[src/rtl/shreg_pkg.sv]
// Shared types and constants for the universal shift register and its burst controller.
package shreg_pkg;

    typedef enum logic [1:0] {
        MODE_HOLD = 2'b00,
        MODE_SHR  = 2'b01,
        MODE_SHL  = 2'b10,
        MODE_LOAD = 2'b11
    } mode_e;

    typedef enum logic [1:0] {
        ST_IDLE  = 2'b00,
        ST_BURST = 2'b01,
        ST_FIN   = 2'b10
    } state_e;

    localparam logic DIR_R = 1'b0;
    localparam logic DIR_L = 1'b1;

endpackage

[src/rtl/shreg_burst_ctrl.sv]
// Burst sequencer: counts down a clamped number of shifts, then pulses done from FIN.
module shreg_burst_ctrl
    import shreg_pkg::*;
#(
    parameter int unsigned WIDTH = 8,
    parameter int unsigned LEN_W = $clog2(WIDTH + 1)
) (
    input  logic             clk,
    input  logic             reset,
    input  logic             start,
    input  logic             dir,
    input  logic [LEN_W-1:0] len,
    output logic             shift_en,
    output logic             shift_dir,
    output logic             idle,
    output logic             busy,
    output logic             done
);

    localparam logic [LEN_W-1:0] WIDTH_LEN = LEN_W'(WIDTH);

    state_e           state_q;
    state_e           state_d;
    logic [LEN_W-1:0] count_q;
    logic [LEN_W-1:0] count_d;
    logic             dir_d;

    // Next-state and counter update
    always_comb begin
        state_d = state_q;
        count_d = count_q;
        dir_d   = shift_dir;
        case (state_q)
            ST_IDLE: begin
                if (start) begin
                    if (len == '0) begin
                        state_d = ST_FIN;
                    end else begin
                        state_d = ST_BURST;
                        dir_d   = dir;
                        count_d = (len > WIDTH_LEN) ? WIDTH_LEN : len;
                    end
                end
            end
            ST_BURST: begin
                // Leaving at count 1 means the counter can never step below zero
                if (count_q <= LEN_W'(1)) begin
                    state_d = ST_FIN;
                    count_d = '0;
                end else begin
                    count_d = count_q - LEN_W'(1);
                end
            end
            ST_FIN: begin
                state_d = ST_IDLE;
            end
            default: begin
                state_d = ST_IDLE;
                count_d = '0;
            end
        endcase
    end

    // State register with status flags registered from the next state
    always_ff @(posedge clk) begin
        if (reset) begin
            state_q   <= ST_IDLE;
            count_q   <= '0;
            shift_dir <= DIR_R;
            shift_en  <= 1'b0;
            idle      <= 1'b1;
            busy      <= 1'b0;
            done      <= 1'b0;
        end else begin
            state_q   <= state_d;
            count_q   <= count_d;
            shift_dir <= dir_d;
            shift_en  <= (state_d == ST_BURST);
            idle      <= (state_d == ST_IDLE);
            busy      <= (state_d == ST_BURST);
            done      <= (state_d == ST_FIN);
        end
    end

endmodule

[src/rtl/univ_shift_reg.sv]
// Universal shift register: hold / shift-right / shift-left / load, plus a timed burst engine.
module univ_shift_reg
    import shreg_pkg::*;
#(
    parameter int unsigned           WIDTH     = 8,
    parameter logic [WIDTH-1:0]      RESET_VAL = '0,
    parameter int unsigned           LEN_W     = $clog2(WIDTH + 1)
) (
    input  logic             clk,
    input  logic             reset,
    input  logic             en,
    input  logic [1:0]       mode,
    input  logic [WIDTH-1:0] d,
    input  logic             sin_r,
    input  logic             sin_l,
    input  logic             start,
    input  logic             dir,
    input  logic [LEN_W-1:0] len,
    output logic [WIDTH-1:0] q,
    output logic             sout_r,
    output logic             sout_l,
    output logic             busy,
    output logic             done
);

    logic             shift_en;
    logic             shift_dir;
    logic             idle;
    logic [WIDTH-1:0] q_next;
    logic [WIDTH-1:0] q_shr;
    logic [WIDTH-1:0] q_shl;

    shreg_burst_ctrl #(
        .WIDTH (WIDTH),
        .LEN_W (LEN_W)
    ) u_ctrl (
        .clk       (clk),
        .reset     (reset),
        .start     (start),
        .dir       (dir),
        .len       (len),
        .shift_en  (shift_en),
        .shift_dir (shift_dir),
        .idle      (idle),
        .busy      (busy),
        .done      (done)
    );

    assign q_shr  = {sin_r, q[WIDTH-1:1]};
    assign q_shl  = {q[WIDTH-2:0], sin_l};
    assign sout_r = q[0];
    assign sout_l = q[WIDTH-1];

    // Burst shifts win; manual ops apply only in idle and never on a start cycle
    always_comb begin
        q_next = q;
        if (shift_en) begin
            q_next = (shift_dir == DIR_L) ? q_shl : q_shr;
        end else if (idle && !start && en) begin
            case (mode)
                MODE_HOLD: q_next = q;
                MODE_SHR:  q_next = q_shr;
                MODE_SHL:  q_next = q_shl;
                MODE_LOAD: q_next = d;
                default:   q_next = q;
            endcase
        end
    end

    always_ff @(posedge clk) begin
        if (reset) begin
            q <= RESET_VAL;
        end else begin
            q <= q_next;
        end
    end

endmodule
[config.mk]
export PLATFORM = sky130hd
export DESIGN_NAME = univ_shift_reg
export DESIGN_NICKNAME = d
export VERILOG_FILES = /design/src/rtl/shreg_pkg.sv /design/src/rtl/shreg_burst_ctrl.sv /design/src/rtl/univ_shift_reg.sv
export SDC_FILE = /design/constraint.sdc
export NUM_CORES = 1
export LEC_CHECK = 0
export BUFFER_PORTS_ARGS = -buffer_cell sky130_fd_sc_hd__buf_4
export CORE_UTILIZATION = 40
export CTS_BUF_LIST = sky130_fd_sc_hd__clkbuf_8
export CTS_CLUSTER_DIAMETER = 80
export DETAILED_ROUTE_END_ITERATION = 8
export GPL_ROUTABILITY_DRIVEN = 0
export PLACE_DENSITY = 0.72
export SYNTH_ARGS = -nofsm -noshare
export SYNTH_HDL_FRONTEND = slang
export SYNTH_SLANG_ARGS = --single-unit
[constraint.sdc]
create_clock -name clk -period 1.5 [get_ports clk]
set_input_delay 0.075 -clock clk [delete_from_list [all_inputs] [get_ports clk]]
set_output_delay 0.075 -clock clk [all_outputs]
set_load 0.01 [all_outputs]
==> results of run 1 <==
[critical path, cell delays in order (launching register included)]
cell and delay (ns):
dfxtp_1 0.34, inv_1 0.07, ha_1 0.20, nor2_2 0.07, o311ai_2 0.36, o21a_1 0.20
nor2_1 0.04
[layout make-up]
type,instances,share of cell area
multi-input combinational,81,0.459
sequential,18,0.279
timing repair buffer,33,0.191
clock buffer,3,0.0319
tap,28,0.0271
inverter,4,0.0116
[layer usage]
| metal | share of wire | wire (um) | vias up |
|---|---|---|---|
| met2 | 0.48 | 1100 | 29 |
| met3 | 0.048 | 109 | 2 |
| li1 | - | - | 469 |
| met4 | 0.0092 | 21 | 0 |
| met1 | 0.46 | 1050 | 444 |
| met5 | 0 | 0 | - |
[repair_timing]
action,CTS,global route
setup buffers,0,0
setup endpoints to repair,0,5
resized for setup,0,2
[stage by stage]
step | hold WS (ns) | worst slack [ns] | cells | utilization | total power, uW
floorplan | 0.175 | 0.196 | 107 | - | 806
CTS | 0.0627 | 0.0120 | 167 | 0.569 | 1280
global route | 0.0805 | -0.0171 | 167 | 0.574 | 1350
finish | 0.0593 | 0.0987 | 167 | 0.574 | 1280
global placement | 0.311 | 0.0944 | 164 | 0.551 | 938
detailed placement | 0.325 | 0.0365 | 164 | 0.551 | 945
[path summary, 6_finish.rpt]
check	start	endpoint	slack [ns]
worst max-delay path	u_ctrl.count_q[0]$_SDFFE_PP0P_	u_ctrl.shift_en$_SDFF_PP0_	0.1
worst min-delay path	dir	u_ctrl.shift_dir$_SDFFE_PP0P_	0.06
worst max register to register	u_ctrl.count_q[0]$_SDFFE_PP0P_	u_ctrl.shift_en$_SDFF_PP0_	0.1
worst min register to register	q[4]$_SDFFE_PP0P_	q[4]$_SDFFE_PP0P_	0.52
[state kept, by name, indices dropped and copies added (netlist names)]
signal / cells
u_ctrl.idle: 1
u_ctrl.count_q: 4
q: 8
u_ctrl.shift_dir: 1
u_ctrl.done: 1
u_ctrl.shift_en: 1
u_ctrl.state_q: 2
[where the power goes]
part | total, uW | switching, uW | internal [uW]
clock network | 333 | 155 | 178
logic | 362 | 170 | 192
registers | 584 | 57.7 | 527
total | 1280 | 383 | 897
[logic make-up after synthesis]
family | share of synthesized area
xor+xnor | 0.00892
mux | 0.0510
simple gates | 0.269
buf+inv | 0.0382
flops | 0.367
fa+ha+maj | 0.0255
compound gates | 0.241
[cells in the final DEF, fill, tap and decap left out, types with 5 or more instances in the layout]
| cell | netlist | layout |
|---|---|---|
| a21oi_1 | 5 | 5 |
| o22ai_1 | 7 | 7 |
| buf_4 | 2 | 33 |
| nor3_1 | 5 | 5 |
| dfxtp_1 | 18 | 18 |
| o221ai_1 | 7 | 7 |
| mux2i_1 | 5 | 5 |
| nand2b_1 | 15 | 15 |
| nor2_1 | 7 | 6 |
==> summary.txt, run 1 <==
Synthesis
  – Synth top area cells: dfxtp_1 (37%), nand2b_1 (9.6%), o221ai_1 (6.2%)
  – Share of the synthesized area in the top cell type: 0.367
  – Predominant post-synthesis flop cell: dfxtp_1
  – Number of synthesized flops with an enable pin: 0
  – Ys async rst share: 0
  – Synth unique cells: 32
  – Largest area contributor in the netlist: dfxtp_1
  – Most common cell in the netlist: dfxtp_1
  – Synth Register Bits: 18
  – Post-synthesis cell area: 982 um^2
  – Top cells by count, synth: dfxtp_1 (18), nand2b_1 (15), nor2_1 (7), o221ai_1 (7), o22ai_1 (7)
  – Sequential-to-total area share from yosys stat: 0.367
  – Yosys warns: 0
  – Post-Synthesis Cells: 107
  – Post-Syn Nets: 130
  – Mean Syn Cell Area: 9.18 um^2

Cells and area
  – Final instance area: 1290 um^2
  – Fraction of final layout cells sized beyond drive strength 1: 0.324
  – Syn-to-layout area delta: 31.7%
  – Diode count: 0
  – Multi-input gate area: 594 um^2
  – # fillers: 212
  – FF/Latch Area: 360 um^2
  – Final nets: 164

Global routing
  – Congestion Overflow GR: 0
  – Met3 Usage GRT: 0.0263
  – Pin count of the biggest net entering global routing: 21
  – First-pass GRT wire length: 3.80 mm
  – Top Usage Layer GRT: met2
  – GR Util All Layers: 0.188
  – Met2 Use GR: 0.344
  – Vias in the first global route: 925
  – Met1 Usage GRT: 0.221
  – Initial antenna violation count: 0

Floorplanning
  – Core box area: 2250 um^2
  – Starting Density: 0.436
  – Die width: 51.6 um
  – IO Pins: 33
  – Num rows: 17
  – Die area: 2660 um^2
  – Die Y: 51.6 um

Clocking
  – Clock transition at path regs: 0.07 ns
  – Clock Tree Buf Depth: 2
  – Number of H-tree levels: 1
  – Latest clock arrival within the worst-skew pair: 0.25 ns
  – TritonCTS buffer count: 3
  – TritonCTS clock tree: yes
  – CTS sink cnt: 18
  – Hold Buf Count CTS: 0
  – Root buffer cell: clkbuf_8

STA
  – Clock skew: 0.00334 ns
  – Slew @ Worst Pin: 0.399 ns
  – Slew HR: 0.734
  – F_max: 714 MHz
  – Tmin final: 1.40 ns
  – Final Cycle Share: 0.934
  – Setup TNS: 0 ns
  – Final setup vio count: 0
  – Fin. max-slew vios: 0
  – Final hold viol count: 0

Detailed routing
  – Vias per inst: 5.65
  – Detailed Route WL: 2.27 mm
  – Vias: 944
  – First DRT Iteration DRCs: 13
  – Drt drc: 0
  – DR pass1 iterations: 4
  – Drt wl/cell: 13.6 um
  – Routed Antenna Nets: 0

Critical path
  – CP arrival: 1.54 ns
  – Critical path endpoint category: register
  – Max FO, Critical Path: 5
  – Worst reg-to-reg path cell count: 6
  – Critical setup path kind: reg2reg
  – Worst Setup Start Kind: register
  – Req. time, crit path: 1.64 ns

Pwr
  – IR drop worst, VDD: 660 uV
  – Power Density: 989 nW/um^2
  – Leak: 0.000508 uW

Outcome
  – Outcome: finished, final reports clean

Placed design
  – HPWL after detailed placement: 1.63 mm
  – Port buffer count: 32
  – Placement-stage cell area: 1240 um^2

Hold path
  – Worst hold path stage count: 3
  – HP Class: in2reg

Job
  – Max Cap Viol: 0
No activity file was read; power rests on OpenSTA's default activity.
==> run 2: changes to the inputs <==
clock period = 1.72 ns   (was 1.5 ns; I/O delays follow)
==> summary.txt, run 2 (synthesized netlist as in run 1, its figures left out) <==
Outcome
  – Outcome: finished, final reports clean (unchanged)

Pwr
  – IR drop worst, VDD: 542 uV (was 660 uV)
  – Leak: 0.000503 uW (was 0.000508 uW)
  – Power Density: 859 nW/um^2 (was 989 nW/um^2)

Cells and area
  – Largest register FFs: 8 (unchanged)
  – Diode count: 0 (unchanged)
  – Largest registers: q: 8 flops, u_ctrl.count_q: 4 flops, u_ctrl.state_q: 2 flops (unchanged)
  – # fillers: 204 (was 212)
  – Final nets: 163 (was 164)
  – FF/Latch Area: 360 um^2 (unchanged)
  – Syn-to-layout area delta: 29.9% (was 31.7%)
  – Most frequent cells in the layout: buf_4 (32), dfxtp_1 (18), nand2b_1 (15) (was buf_4 (33), dfxtp_1 (18), nand2b_1 (15))
  – Commonest non-fill, non-tap cell in the layout: buf_4 (unchanged)
  – Largest Register: q (unchanged)
  – Final core occ: 0.566 (was 0.574)
  – Fraction of final layout cells sized beyond drive strength 1: 0.304 (was 0.324)
  – Multi-input gate area: 584 um^2 (was 594 um^2)

Floorplanning
  – Die area: 2660 um^2 (unchanged)
  – Die Y: 51.6 um (unchanged)
  – Num rows: 17 (unchanged)
  – IO Pins: 33 (unchanged)
  – Starting Density: 0.436 (unchanged)
  – Core box area: 2250 um^2 (unchanged)
  – Die width: 51.6 um (unchanged)

Clocking
  – Number of H-tree levels: 1 (unchanged)
  – TritonCTS clock tree: yes (unchanged)
  – Post-CTS Resized: 0 (unchanged)
  – Clock transition at path regs: 0.06 ns (was 0.07 ns)
  – Latest clock arrival within the worst-skew pair: 0.24 ns (was 0.25 ns)
  – CTS sink cnt: 18 (unchanged)
  – Clock Tree Buf Depth: 2 (unchanged)
  – TritonCTS buffer count: 3 (unchanged)
  – Root buffer cell: clkbuf_8 (unchanged)
  – Postcts setup bufs: 0 (unchanged)
  – Hold Buf Count CTS: 0 (unchanged)

Detailed routing
  – Drt wl/cell: 13.3 um (was 13.6 um)
  – First DRT Iteration DRCs: 15 (was 13)
  – Drt drc: 0 (unchanged)
  – Vias per inst: 5.58 (was 5.65)
  – DR pass1 iterations: 4 (unchanged)
  – Routed Antenna Nets: 0 (unchanged)
  – Detailed Route WL: 2.20 mm (was 2.27 mm)
  – Vias: 926 (was 944)

Placed design
  – HPWL after detailed placement: 1.69 mm (was 1.63 mm)
  – Port buffer count: 32 (unchanged)
  – DP Worst Slack: 0.227 ns (was 0.0365 ns)

Hold path
  – HP Class: in2reg (unchanged)
  – Hold wc startpoint: dir (unchanged)

Job
  – Max Cap Viol: 0 (unchanged)

STA
  – Final worst slack: 0.196 ns (was 0.0987 ns)
  – Final setup vio count: 0 (unchanged)
  – Clock skew: 0.00111 ns (was 0.00334 ns)
  – Fin. max-slew vios: 0 (unchanged)
  – Slew @ Worst Pin: 0.596 ns (was 0.399 ns)
  – RSZ-0062 raised after global routing: false
  – Tmin final: 1.52 ns (was 1.40 ns)
  – Final Cycle Share: 0.886 (was 0.934)
  – Slew HR: 0.592 (was 0.734)
  – Final hold viol count: 0 (unchanged)
  – F_max: 656 MHz (was 714 MHz)
  – Setup TNS: 0 ns (unchanged)

Critical path
  – Crit-path cells: inv_1 -> ha_1 -> nor2_1 -> o311ai_1 -> o21a_1 -> nor2_1 (was inv_1 -> ha_1 -> nor2_2 -> o311ai_2 -> o21a_1 -> nor2_1)
  – Req. time, crit path: 1.85 ns (was 1.64 ns)
  – Delay of the slowest cell on the worst path: 0.46 ns (was 0.36 ns)
  – Critical setup path kind: reg2reg (unchanged)
  – FF-to-FF setup slack: 0.20 ns (was 0.1 ns)
  – Max FO, Critical Path: 5 (unchanged)
  – Critical path's slowest cell: o311ai_1 (was o311ai_2)
  – Worst Setup Start Kind: register (unchanged)
  – Crit path buf inv count: 1 (unchanged)
  – Critical path's top delay family: compound AO/OA/AOI/OAI gates (unchanged)
  – CP most frequent cell: nor2_1
  – CP arrival: 1.66 ns (was 1.54 ns)
  – Reg2Reg Launch Point: u_ctrl.count_q[0]$_SDFFE_PP0P_ (unchanged)
  – Critical path endpoint category: register (unchanged)
  – Worst Setup SP: u_ctrl.count_q[0]$_SDFFE_PP0P_ (unchanged)

Global routing
  – GR Util All Layers: 0.180 (was 0.188)
  – First-pass GRT wire length: 3.61 mm (was 3.80 mm)
  – Vias in the first global route: 835 (was 925)
  – Initial antenna violation count: 0 (unchanged)
  – Pin count of the biggest net entering global routing: 21 (unchanged)
  – Congestion Overflow GR: 0 (unchanged)
-- run 2: changes by cell type in the layout (fill, tap and decap cells not counted), sizes merged --
cell  before  now
buf       33   32
-- run 2: power breakdown --
group          total (uW)  switching [uW]  internal (uW)  leakage, uW
combinational         305             143            161     0.000334
sequential            509            49.7            459     0.000148
clock                 283             128            155    0.0000216
-- run 2: worst register-to-register path: stages (launching register included) --
cell	delay (ns)
dfxtp_1	0.35
inv_1	0.07
ha_1	0.19
nor2_1	0.07
o311ai_1	0.46
o21a_1	0.23
nor2_1	0.05
-- run 2: area by class of cell --
| cell class | count | area share |
|---|---|---|
| multi-input cells | 81 | 0.458 |
| flip-flops and latches | 18 | 0.282 |
| repair buffers | 32 | 0.188 |
| clock buffers | 3 | 0.0324 |
| well taps | 28 | 0.0275 |
| inverters | 4 | 0.0118 |
-- run 2: path summary, 6_finish.rpt --
kind	end	cells past startpoint
max	u_ctrl.state_q[0]$_SDFF_PP0_	6
min	u_ctrl.shift_dir$_SDFFE_PP0P_	3
max reg2reg	u_ctrl.state_q[0]$_SDFF_PP0_	6
min reg2reg	q[4]$_SDFFE_PP0P_	2
-- run 2: per-layer routing --
metal / vias up / track usage / share of wire
met3: 2 / 0.0263 / 0.054
li1: 465 / - / -
met5: - / 0 / 0
met2: 33 / 0.327 / 0.48
met1: 426 / 0.215 / 0.46
met4: 0 / 0.0586 / 0.0041
-- run 2: per-stage QoR --
stage / cells / hold WS (ns) / cell area (um^2) / total power, uW
3_3_place_gp: 163 / 0.325 / 1230 / 815
5_1_grt: 166 / 0.0944 / 1280 / 1160
4_1_cts: 166 / 0.0758 / 1280 / 1100
3_5_place_dp: 163 / 0.332 / 1230 / 822
6_report: 166 / 0.0742 / 1280 / 1100
2_1_floorplan: 107 / 0.186 / 982 / 703
